--- src/rtl/icache_l15_miss_buffer.sv ---
// I$ miss buffer toward the L1.5 adapter: FIFO of line-aligned misses, one miss in flight,
// stale-on-invalidate reissue. Define ICACHE_MISS_DEDUP_EN to drop requests already queued or in flight.
module icache_l15_miss_buffer #(
  parameter int unsigned AddrWidth = 40,
  parameter int unsigned LineWidth = 512,
  parameter int unsigned Depth     = 2
) (
  input  logic                 clk_i,
  input  logic                 rst_ni,
  input  logic                 req_valid_i,
  input  logic [AddrWidth-1:0] req_paddr_i,
  output logic                 resp_valid_o,
  output logic [LineWidth-1:0] resp_data_o,
  output logic                 inval_valid_o,
  output logic [AddrWidth-1:0] inval_addr_o,
  output logic                 miss_valid_o,
  input  logic                 miss_ready_i,
  output logic [AddrWidth-1:0] miss_paddr_o,
  input  logic                 miss_resp_valid_i,
  input  logic [LineWidth-1:0] miss_resp_data_i,
  input  logic                 l15_inval_valid_i,
  input  logic [AddrWidth-1:0] l15_inval_addr_i,
  output logic                 overflow_o,
  output logic                 busy_o
);

  localparam int unsigned PtrW = $clog2(Depth);
  localparam int unsigned CntW = PtrW + 1;
  localparam int unsigned OffW = 6;

  typedef enum logic [1:0] {IDLE, REQ, WAIT, RESP} state_e;

  state_e               state_q, state_d;
  logic [AddrWidth-1:0] fifo_q [Depth];
  logic [PtrW-1:0]      rd_ptr_q, wr_ptr_q;
  logic [CntW-1:0]      count_q;
  logic [AddrWidth-1:0] inflight_q;
  logic                 inflight_valid_q;
  logic                 stale_q;
  logic                 overflow_q;
  logic [LineWidth-1:0] data_q;
  logic                 inval_valid_q;
  logic [AddrWidth-1:0] inval_addr_q;

  logic                 full, empty, handshake, pop, push, drop_dup, inval_hit, resp_stale;
  logic [AddrWidth-1:0] req_line;
  logic                 unused_offset;

  assign req_line      = {req_paddr_i[AddrWidth-1:OffW], {OffW{1'b0}}};
  assign unused_offset = ^req_paddr_i[OffW-1:0];

  assign full      = (count_q == CntW'(Depth));
  assign empty     = (count_q == '0);
  assign handshake = (state_q == REQ) && miss_ready_i;
  // A reissue re-sends the in-flight address; only a first issue consumes the FIFO head.
  assign pop       = handshake && !inflight_valid_q;
  assign inval_hit = l15_inval_valid_i && (state_q == WAIT) &&
                     (l15_inval_addr_i[AddrWidth-1:OffW] == inflight_q[AddrWidth-1:OffW]);
  assign resp_stale = stale_q || inval_hit;

`ifdef ICACHE_MISS_DEDUP_EN
  logic [PtrW-1:0] rel_idx;
  always_comb begin
    rel_idx  = '0;
    drop_dup = inflight_valid_q &&
               (inflight_q[AddrWidth-1:OffW] == req_line[AddrWidth-1:OffW]);
    for (int unsigned i = 0; i < Depth; i++) begin
      rel_idx = PtrW'(i) - rd_ptr_q;
      if ((CntW'(rel_idx) < count_q) &&
          (fifo_q[i][AddrWidth-1:OffW] == req_line[AddrWidth-1:OffW])) begin
        drop_dup = 1'b1;
      end
    end
  end
`else
  assign drop_dup = 1'b0;
`endif

  assign push = req_valid_i && !drop_dup && (!full || pop);

  always_ff @(posedge clk_i) begin
    if (push) begin
      fifo_q[wr_ptr_q] <= req_line;
    end
  end

  always_ff @(posedge clk_i or negedge rst_ni) begin
    if (!rst_ni) begin
      rd_ptr_q   <= '0;
      wr_ptr_q   <= '0;
      count_q    <= '0;
      overflow_q <= 1'b0;
    end else begin
      if (push) begin
        wr_ptr_q <= wr_ptr_q + PtrW'(1);
      end
      if (pop) begin
        rd_ptr_q <= rd_ptr_q + PtrW'(1);
      end
      unique case ({push, pop})
        2'b10:   count_q <= count_q + CntW'(1);
        2'b01:   count_q <= count_q - CntW'(1);
        default: ;
      endcase
      if (req_valid_i && !drop_dup && full && !pop) begin
        overflow_q <= 1'b1;
      end
    end
  end

  always_comb begin
    state_d = state_q;
    unique case (state_q)
      IDLE: if (!empty) state_d = REQ;
      REQ:  if (miss_ready_i) state_d = WAIT;
      WAIT: if (miss_resp_valid_i) state_d = resp_stale ? REQ : RESP;
      RESP: state_d = IDLE;
      default: state_d = IDLE;
    endcase
  end

  always_ff @(posedge clk_i or negedge rst_ni) begin
    if (!rst_ni) begin
      state_q          <= IDLE;
      inflight_q       <= '0;
      inflight_valid_q <= 1'b0;
      stale_q          <= 1'b0;
      data_q           <= '0;
    end else begin
      state_q <= state_d;
      if (handshake) begin
        inflight_valid_q <= 1'b1;
        stale_q          <= 1'b0;
        if (!inflight_valid_q) begin
          inflight_q <= fifo_q[rd_ptr_q];
        end
      end
      if (state_q == WAIT) begin
        if (miss_resp_valid_i) begin
          stale_q <= 1'b0;
          if (!resp_stale) begin
            data_q <= miss_resp_data_i;
          end
        end else if (inval_hit) begin
          stale_q <= 1'b1;
        end
      end
      if (state_q == RESP) begin
        inflight_valid_q <= 1'b0;
      end
    end
  end

  always_ff @(posedge clk_i or negedge rst_ni) begin
    if (!rst_ni) begin
      inval_valid_q <= 1'b0;
      inval_addr_q  <= '0;
    end else begin
      inval_valid_q <= l15_inval_valid_i;
      inval_addr_q  <= l15_inval_addr_i;
    end
  end

  assign resp_valid_o  = (state_q == RESP);
  assign resp_data_o   = data_q;
  assign inval_valid_o = inval_valid_q;
  assign inval_addr_o  = inval_addr_q;
  assign miss_valid_o  = (state_q == REQ);
  assign miss_paddr_o  = (state_q != REQ) ? '0 :
                         (inflight_valid_q ? inflight_q : fifo_q[rd_ptr_q]);
  assign overflow_o    = overflow_q;
  assign busy_o        = !empty || (state_q != IDLE);

endmodule

--- config.mk ---
export PLATFORM = sky130hd
export DESIGN_NAME = icache_l15_miss_buffer
export DESIGN_NICKNAME = d
export VERILOG_FILES = /design/src/rtl/icache_l15_miss_buffer.sv
export SDC_FILE = /design/constraint.sdc
export NUM_CORES = 1
export LEC_CHECK = 0
export CORE_AREA = 2 2 468 470
export CTS_CLUSTER_DIAMETER = 30
export DETAILED_ROUTE_END_ITERATION = 10
export DIE_AREA = 0 0 470 472
export PLACE_DENSITY_LB_ADDON = 0.08
export RECOVER_POWER = 25
export SLEW_MARGIN = 20
export SYNTH_ARGS = -nofsm -noshare
export SYNTH_HDL_FRONTEND = slang
export SYNTH_SLANG_ARGS = --single-unit
--- constraint.sdc ---
create_clock -name clk_i -period 5.85 [get_ports clk_i]
set_clock_uncertainty 0.2 [all_clocks]
set_input_delay 0.585 -clock clk_i [delete_from_list [all_inputs] [get_ports clk_i]]
set_output_delay 0.585 -clock clk_i [all_outputs]
set_load 0.005 [all_outputs]
# After elaboration in Yosys (flattened, before gate mapping)
# Memory sizes are Yosys's and may differ from the RTL's.
# Index checks and enable logic that the tools add are counted.
[totals]
register_bits = 602
ramBits = 68
output_inout_bits = 597
n_memories = 1
[memory_table]
columns = ["memory", "words", "word_bits", "read_ports", "rd_ports_with_merged_regs", "write_ports", "line", "text"]
rows = [
  ["fifo_q", 2, 34, 1, 0, 1, "34", "logic [AddrWidth-1:0] fifo_q [Depth];"],
]
[classes]
add_sub_neg = 4
n_eq_ne = 11
muxes = 16
n_bitwise = 1
reduce_logical = 21
[op_table]
columns = ["cell", "n"]
rows = [
  ["40-bit 2-to-1 mux", 2],
  ["34-bit equality test", 1],
  ["2-bit equality test (second input constant)", 4],
  ["1-bit 2-to-1 mux", 8],
  ["2-bit 2-to-1 mux", 4],
  ["2-bit case mux with 4 select lines", 1],
  ["1-bit logical AND", 7],
  ["3-bit AND reduction", 2],
  ["2-bit nonzero test", 3],
  ["2-bit by 1-bit equality test with 1-bit output (second input constant)", 2],
  ["1-bit logical NOT", 4],
  ["2-bit logical NOT", 2],
  ["2-bit by 1-bit inequality test with 1-bit output (second input constant)", 2],
  ["2-bit inequality test (second input constant)", 2],
  ["2-bit case mux with 2 select lines", 1],
  ["1-bit logical OR", 3],
  ["1-bit adder (second input constant)", 2],
  ["2-bit by 1-bit adder with 2-bit output (second input constant)", 1],
  ["2-bit by 1-bit subtractor with 2-bit output (second input constant)", 1],
  ["1-bit inverter", 1],
]

# Depth between registers and ports, before layout
# Gate-level depths: netlist of run 1.
[logic_depth]
ltp_word = 7
ltp_mapped = 9
ltp_nobuf = 7

# Worst setup path after synthesis of run 1
# OpenSTA, ideal clock, no wires.
[synth_path]
kind = "reg2reg"
from = "register state_q[1]"
to = "memory fifo_q[0][0] in the netlist's numbering, enable pin"
arrival_ns = 2.913
required_time_ns = 5.225
setup_slack_ns = 2.312
path_stages_with_launch = 6
cell_sequence = "dfrtp_1 -> nand2b_1 -> clkbuf_1 -> nor3b_1 -> o21ai_0 -> nor2_1"
[synth_via]
elab_chain_cells = 7
[synth_rtl]
columns = ["item", "line", "text"]
rows = [
  ["start: declaration", "33", "state_e state_q, state_d;"],
  ["start signal: assignment", "130", "state_q <= state_d;"],
  ["2-bit by 1-bit equality test with 1-bit output", "54", "assign handshake = (state_q == REQ) && miss_ready_i;"],
  ["1-bit logical AND", "54", ""],
  ["1-bit logical AND", "56", "assign pop = handshake && !inflight_valid_q;"],
  ["1-bit logical OR", "79", "assign push = req_valid_i && !drop_dup && (!full || pop);"],
  ["1-bit logical AND", "79", ""],
  ["1-bit 2-to-1 mux", "82", "if (push) begin"],
  ["1-bit 2-to-1 mux (not written as such)", "83", "fifo_q[wr_ptr_q] <= req_line;"],
  ["end: declaration", "34", ""],
]
# No other way between the ends.

==> results.md, run 1 <==
- Status: complete, but fails checks
- Failing checks: capacitance limit, slew limit
- Post-synth EDFFs: between 60 and 70
- PD cells: roughly 550 nW/um2
- Internal power: between 20 and 25 mW
- Vias per cell: 4.971
- Clock sinks: 670
- Hold slack final: between 100 and 150 ps
- Deepest clock path buffer count: 4
- Worst slew margin: -107.2%
- Post-route ant nets: 0
- Layout cells sized above 1: about 8.9%
- Worst min path class: in2async
- Leak: about 26 nW
- Initial antenna violation count: 84
- Final nets: approximately 6300
- CORE AREA: approximately 220000 um2
- Area growth from synthesis to layout: 61.24%
- Commonest cells post-synth: dfrtp_1, a21oi_1, nand4_1
- Number of remaining DRC errors: 0
- Startpoint types: input port
- R2R Path Start: state_q[0]
- DIE AREA: about 220000 um2
- Psw: approximately 11 mW
- First-pass GRT wire length: between 300000 and 400000 um
- Vias after detailed routing: roughly 44000
- Die Y: 472 um
- Drt first pass iters: 6
- Initial DRC count: between 2000 and 3000
- WP data required: slightly below 6000 ps
- Setup slack, reg-to-reg: 2520 ps
- Largest net degree at the start of global routing: 180
- Max Fclk: 239.9 MHz
- Worst-Margin Slew: 3108 ps
- CTS tree: yes
- Wire length per cell: approximately 26 um
- Worst Path Arrival: ~4300 ps
- Sequential Power Share: roughly a quarter
- Port Buf Inserts: roughly 1200
- Worst slack, placed: approximately 1700 ps
- Setup slack after layout: between 1500 and 2000 ps
- Proportion of netlist area held by the largest area contributor: 38.17%
- Worst Setup SP: rst_ni
- Maximum VDD drop: 0.0002878 V
- Tmin final: ~4200 ps
- DP HPWL: between 100000 and 150000 um
- Total grt overflow: 0
- Root buf cell: clkbuf_16
- Slew Viols, Final: roughly 250
- Setup TNS: 0 ps
- Syn Area/Cell: ~8.5 um2
- Area leader, netlist: dfrtp_1
- Vias in the first global route: ~44000
- Clock Latency Late Sink: about 900 ps
- Max-Cap Viols: 5
- Clock power share: between 40% and 50%
- Endpoints failing hold: 0
- Comb pwr share: between 30% and 40%
- Register area: ~17000 um2
- Unrepaired setup endpoints after global routing: no
- Total wire length: between 200000 and 250000 um
- Mapped Cells: roughly 4600
- Setup CP Type: in2async
- Number of distinct library cells after synthesis: 35
- Synthesized area: ~39000 um2
- Site row count: about 170
- R2R depth: 5
- Sw frac: a little under a third
- Worst Setup EP: inval_addr_o[28]
- Setup Viol. Count Final: 0
- Fin crit share: a little under three quarters
- Synth async-reset ratio: 89.85%
- Synth warn: 0
- Fillers: between 20000 and 25000
- GRT Total Usage: roughly a fifth
- Synth Flop Type: dfrtp_1
- Synth area leaders: dfrtp_1, a21boi_0, nand4_1
- CTS H-tree lvls: 5
- Placed insts: 8187
- Flops & latches, synth: 670
- Die W: approximately 470 um
- R2R Path End: fifo_q[0][10]
- Layout Cells excl Fill: 8789
- Clk slew on worst S/H paths: ~40 ps
- Area of the multi-input gates: slightly below 20000 um2
- Syn Nets: between 5000 and 6000
- Final GP Congestion: a little under 0.8
- Crit Path Max Fanout: around 100
- Number of CTS-inserted buffers: 302
- Ports: 1195
- Initial Util: a little under a fifth
- Sequential fraction of the synthesis area: ~43%
- # Post-CTS Setup Buffers: 0
- CP endpoint kind: async pin
- Count leader, synth: dfrtp_1
- Overall power: roughly 35 mW
-- metal layers --
| metal | up-vias | share of wire [%] | global-route usage (%) |
|---|---|---|---|
| li1 | 19680 | - | - |
| met1 | 21930 | 42 | 24.28 |
| met2 | 1621 | 47 | 30.46 |
| met3 | 403 | 8.1 | 6.861 |
| met4 | 58 | 3.2 | 8.199 |
| met5 | - | 0.16 | 0 |
-- placed cells by master, fill, tap and decap left out, types with 42 or more instances in the layout --
master           instances
edfxtp_1                68
dfrtp_1                600
o21ai_1                480
a21boi_0               512
clkdlybuf4s50_1       1112
buf_12                  42
clkbuf_1                95
buf_4                   54
and3_1                 518
clkbuf_8                75
dlygate4sd3_1          127
nand3_1                514
a21oi_1                583
nor2_1                 105
nand4_1                519
clkbuf_16              305
-- power groups by stage --
stage / registers [mW] / logic (mW) / clock network (mW)
final: 8.61 / 12.1 / 14.5
after global routing: 8.92 / 13.2 / 15.2
after CTS: 8.62 / 12.3 / 14.8
after detailed placement: 8.62 / 12.1 / 0
after global placement: 8.56 / 12.1 / 0
after floorplan: 8.38 / 5.05 / 0
-- final cells by class --
type | instances | area share, %
multi-input combinational | 3367 | 30.98
sequential | 670 | 26.88
timing repair buffer | 1342 | 21.51
clock buffer | 470 | 14.15
tap | 2854 | 5.611
clock inverter | 39 | 0.6645
antenna | 41 | 0.1612
inverter | 6 | 0.04718
-- sequential cells by signal (all words and copies together) (netlist names) --
register	cells
inflight_valid_q	1
inval_addr_o	40
stale_q	1
count_q	2
wr_ptr_q	1
fifo_q	68
overflow_o	1
state_q	2
inval_valid_o	1
rd_ptr_q	1
inflight_q	40
resp_data_o	512
-- cells by family (layout without fill, tap and decap cells) --
logic type,count (synthesis),in the layout,share of synthesized area [%]
multiplexers,34,34,0.8622
adder cells (fa/ha/maj),1,1,0.03169
other,0,41,0
flip-flops,670,670,43.34
XOR/XNOR,39,39,0.8654
buffers and inverters,599,1857,6.847
AND/OR/NAND/NOR,1680,1680,24.32
AO/OA/AOI/OAI,1613,1613,23.73
-- what timing repair did --
item	CTS	global route
setup endpoints to repair	0	0
resized for setup	0	0
hold buffers	52	0
endpoints found under the hold margin	134	0
-- stage by stage --
stage | area, um2 | util, %
after floorplan | 39470 | -
after global placement | 53630 | 24.77
after detailed placement | 53630 | 24.77
after CTS | 63570 | 29.36
after global routing | 63620 | 29.38
final | 63640 | 29.39
-- worst max-delay path, stage by stage --
cell           delay, ps
dlygate4sd3_1        560
buf_8                550
clkbuf_2            2190
-- how the worst min path moves through the flow --
stage / cells after the start / end / from / slack (ps)
final: 2 / resp_data_o[155] / rst_ni / 120
after detailed placement: 2 / overflow_o / overflow_o / 280
after global routing: 3 / overflow_o / req_valid_i / 90
after floorplan: 0 / count_q[0] / rst_ni / 90
after global placement: 2 / overflow_o / overflow_o / 270
after CTS: 1 / fifo_q[0][14] / req_paddr_i[20] / 0.2
(Power assumes the default switching activity.)
==> inputs of run 2 (changes only) <==
CORE_AREA = 2 2 464 466   (was 2 2 468 470)
DIE_AREA = 0 0 466 468   (was 0 0 470 472)
clock period = 4.15 ns   (was 5.85 ns; I/O delays follow)
==> run 2 against run 1 <==
  * First-iteration DRC count grew 13%
  * The flow still finishes with violations (capacitance limit, slew limit)
  * Setup slack worse by 1300 ps
  * Design area grew 2.5%
  * Utilization increased by 1.2 points
  * Critical path depth increased by 3
  * Global-route usage rose by 0.50 points
  * Sequential power grew 43%
  * Via count grew 1.5%
  * Final cell count is 1.6% higher
  * Routed wire length is 1.0% higher
  * Count of clock-buffer cells in the layout fell by 3
  * Highest routed layer unchanged
  * Critical endpoint is now miss_paddr_o[17]
==> results.md, run 2 (synthesized netlist as in run 1, its figures left out) <==
- Layout Cells excl Fill: 8934 (was 8789)
- Tmin final: 3781 ps
- Total wire length: 228900 um (was 226600 um)
- Maximum VDD drop: 0.0004148 V (was 0.0002878 V)
- First-pass GRT wire length: 328400 um (was 326900 um)
- Setup TNS: 0 ps (unchanged)
- Max-Cap Viols: 1 (was 5)
- Worst slew margin: -42.92% (was -107.2%)
- Final GP Congestion: 0.7801 (was 0.7893)
- Vias per cell: 4.965 (was 4.971)
- GRT Total Usage: 20.01% (was 19.51%)
- Status: complete, but fails checks (unchanged)
- Initial antenna violation count: 52 (was 84)
- R2R depth: 6 (was 5)
- Overall power: 49.84 mW (was 35.22 mW)
- # Post-CTS Setup Buffers: 0 (unchanged)
- Vias after detailed routing: 44360 (was 43690)
- Root buf cell: clkbuf_16 (unchanged)
- Setup Viol. Count Final: 0 (unchanged)
- Worst Setup SP: rd_ptr_q (was rst_ni)
- Failing checks: capacitance limit, slew limit (unchanged)
- Clock sinks: 670 (unchanged)
- Worst Path Arrival: 3170 ps (was 4260 ps)
- Crit Path Max Fanout: 21 (was 103)
- R2R Path End: resp_data_o[30] (was fifo_q[0][10])
- Clock Latency Late Sink: 910 ps (was 900 ps)
- Max reg flops: 512 (unchanged)
- Worst min path class: in2reg (was in2async)
- Drt first pass iters: 6 (unchanged)
- Number of remaining DRC errors: 0 (unchanged)
- Clk slew on worst S/H paths: 30 ps (was 40 ps)
- Wire length per cell: 25.63 um (was 25.78 um)
- Total grt overflow: 0 (unchanged)
- Port Buf Inserts: 1188 (unchanged)
- Endpoints failing hold: 0 (unchanged)
- Die W: 466 um (was 470 um)
- Fin crit share: approximately 91%
- CORE AREA: 213300 um2 (was 216500 um2)
- Max Fclk: 264.5 MHz
- Initial Util: 18.50% (was 18.23%)
- Most frequent cells in the layout: clkdlybuf4s50_1, dfrtp_1, a21oi_1, nand4_1, and3_1 (unchanged)
- Setup slack, reg-to-reg: 1130 ps (was 2520 ps)
- DP HPWL: 150300 um (was 141600 um)
- CTS H-tree lvls: 5 (unchanged)
- Site row count: 170 (was 171)
- Initial DRC count: 3300 (was 2912)
- Worst Min Path Start: miss_resp_data_i[301]
- Leak: 26.70 nW (was 25.88 nW)
- Hold Path Stages: 4
- WP data required: 3530 ps (was 5940 ps)
- DIE AREA: 218100 um2 (was 221800 um2)
- Number of CTS-inserted buffers: 306 (was 302)
- Placed insts: 8263 (was 8187)
- Unrepaired setup endpoints after global routing: no (unchanged)
- Deepest clock path buffer count: 4 (unchanged)
- Layout cells sized above 1: 9.883% (was 8.856%)
- CP endpoint kind: output pin (was async pin)
- Worst slack, placed: 541.9 ps (was 1738 ps)
- CTS tree: yes (unchanged)
- Post-route ant nets: 0 (unchanged)
- Startpoint types: flop (was input port)
- Worst hold endpoint: resp_data_o[301]
- Commonest non-fill, non-tap cell in the layout: clkdlybuf4s50_1 (unchanged)
- Ports: 1195 (unchanged)
- Final nets: 6468 (was 6288)
- Vias in the first global route: 44390 (was 44030)
- PD cells: 763.9 nW/um2 (was 553.4 nW/um2)
- Area growth from synthesis to layout: 65.32% (was 61.24%)
- Setup slack after layout: 369.4 ps (was 1681 ps)
- Die Y: 468 um (was 472 um)
- Worst-Margin Slew: 2144 ps (was 3108 ps)
- Largest net degree at the start of global routing: 134 (was 180)
- Setup CP Type: reg2out (was in2async)
- Slew Viols, Final: 50 (was 246)
- R2R Path Start: inflight_q[35] (was state_q[0])
## run 2: changes by cell type in the layout (fill, tap and decap cells not counted), sizes merged, moves of 2 or more
cell,previous run,this run
buf,97,176
dlygate4sd3,127,210
diode,41,25
bufinv,7,9
clkbuf,476,486
clkinv,24,28
## run 2: worst max-delay path, stage by stage, from the launching register on
cell	delay (ps)
dfrtp_2	860
buf_4	360
mux2i_1	260
nor2_1	60
a21oi_1	190
nor2_1	80
clkdlybuf4s50_1	510
## run 2: worst max path at each step
stage | end | slack (ps)
after global placement | resp_data_o[15] | 550
after floorplan | fifo_q[0][0] | 610
after CTS | miss_paddr_o[8] | 230
after global routing | resp_data_o[391] | 150
final | miss_paddr_o[17] | 370
after detailed placement | resp_data_o[19] | 540
## run 2: metal layers
metal	up-vias	share of wire [%]	global-route usage, %
li1	20010	-	-
met1	22250	43	25.44
met2	1663	46	30.71
met3	392	7.9	6.775
met4	44	3.5	8.491
met5	-	0.12	0
## run 2: report_power, final
part	total [mW]	internal, mW	switching (mW)
clock	20.5	14.8	5.61
combinational	17.1	9.28	7.80
sequential	12.3	9.72	2.59
## run 2: final cells by class
cell class                 count  area [um2]
antenna                       25       62.56
multi-input combinational   3367       19710
sequential                   670       17110
clock inverter                43       506.7
fill                       22220      148100
inverter                       6       30.03
clock buffer                 467        8867
timing repair buffer        1518       15410
tap                         2838        3551
## run 2: timing repair
item,CTS,global route
endpoints found under the hold margin,425,0
hold buffers,136,0
resized for setup,0,0
endpoints found under the setup margin,0,0
## run 2: through the flow
step	area [um2]	hold slack [ps]	utilization [%]
after detailed placement	54540	262.3	25.57
after CTS	65290	0.2877	30.60
after global routing	65240	40.67	30.58
after floorplan	39470	-80.59	-
final	65250	73.63	30.59
after global placement	54540	261.0	25.57
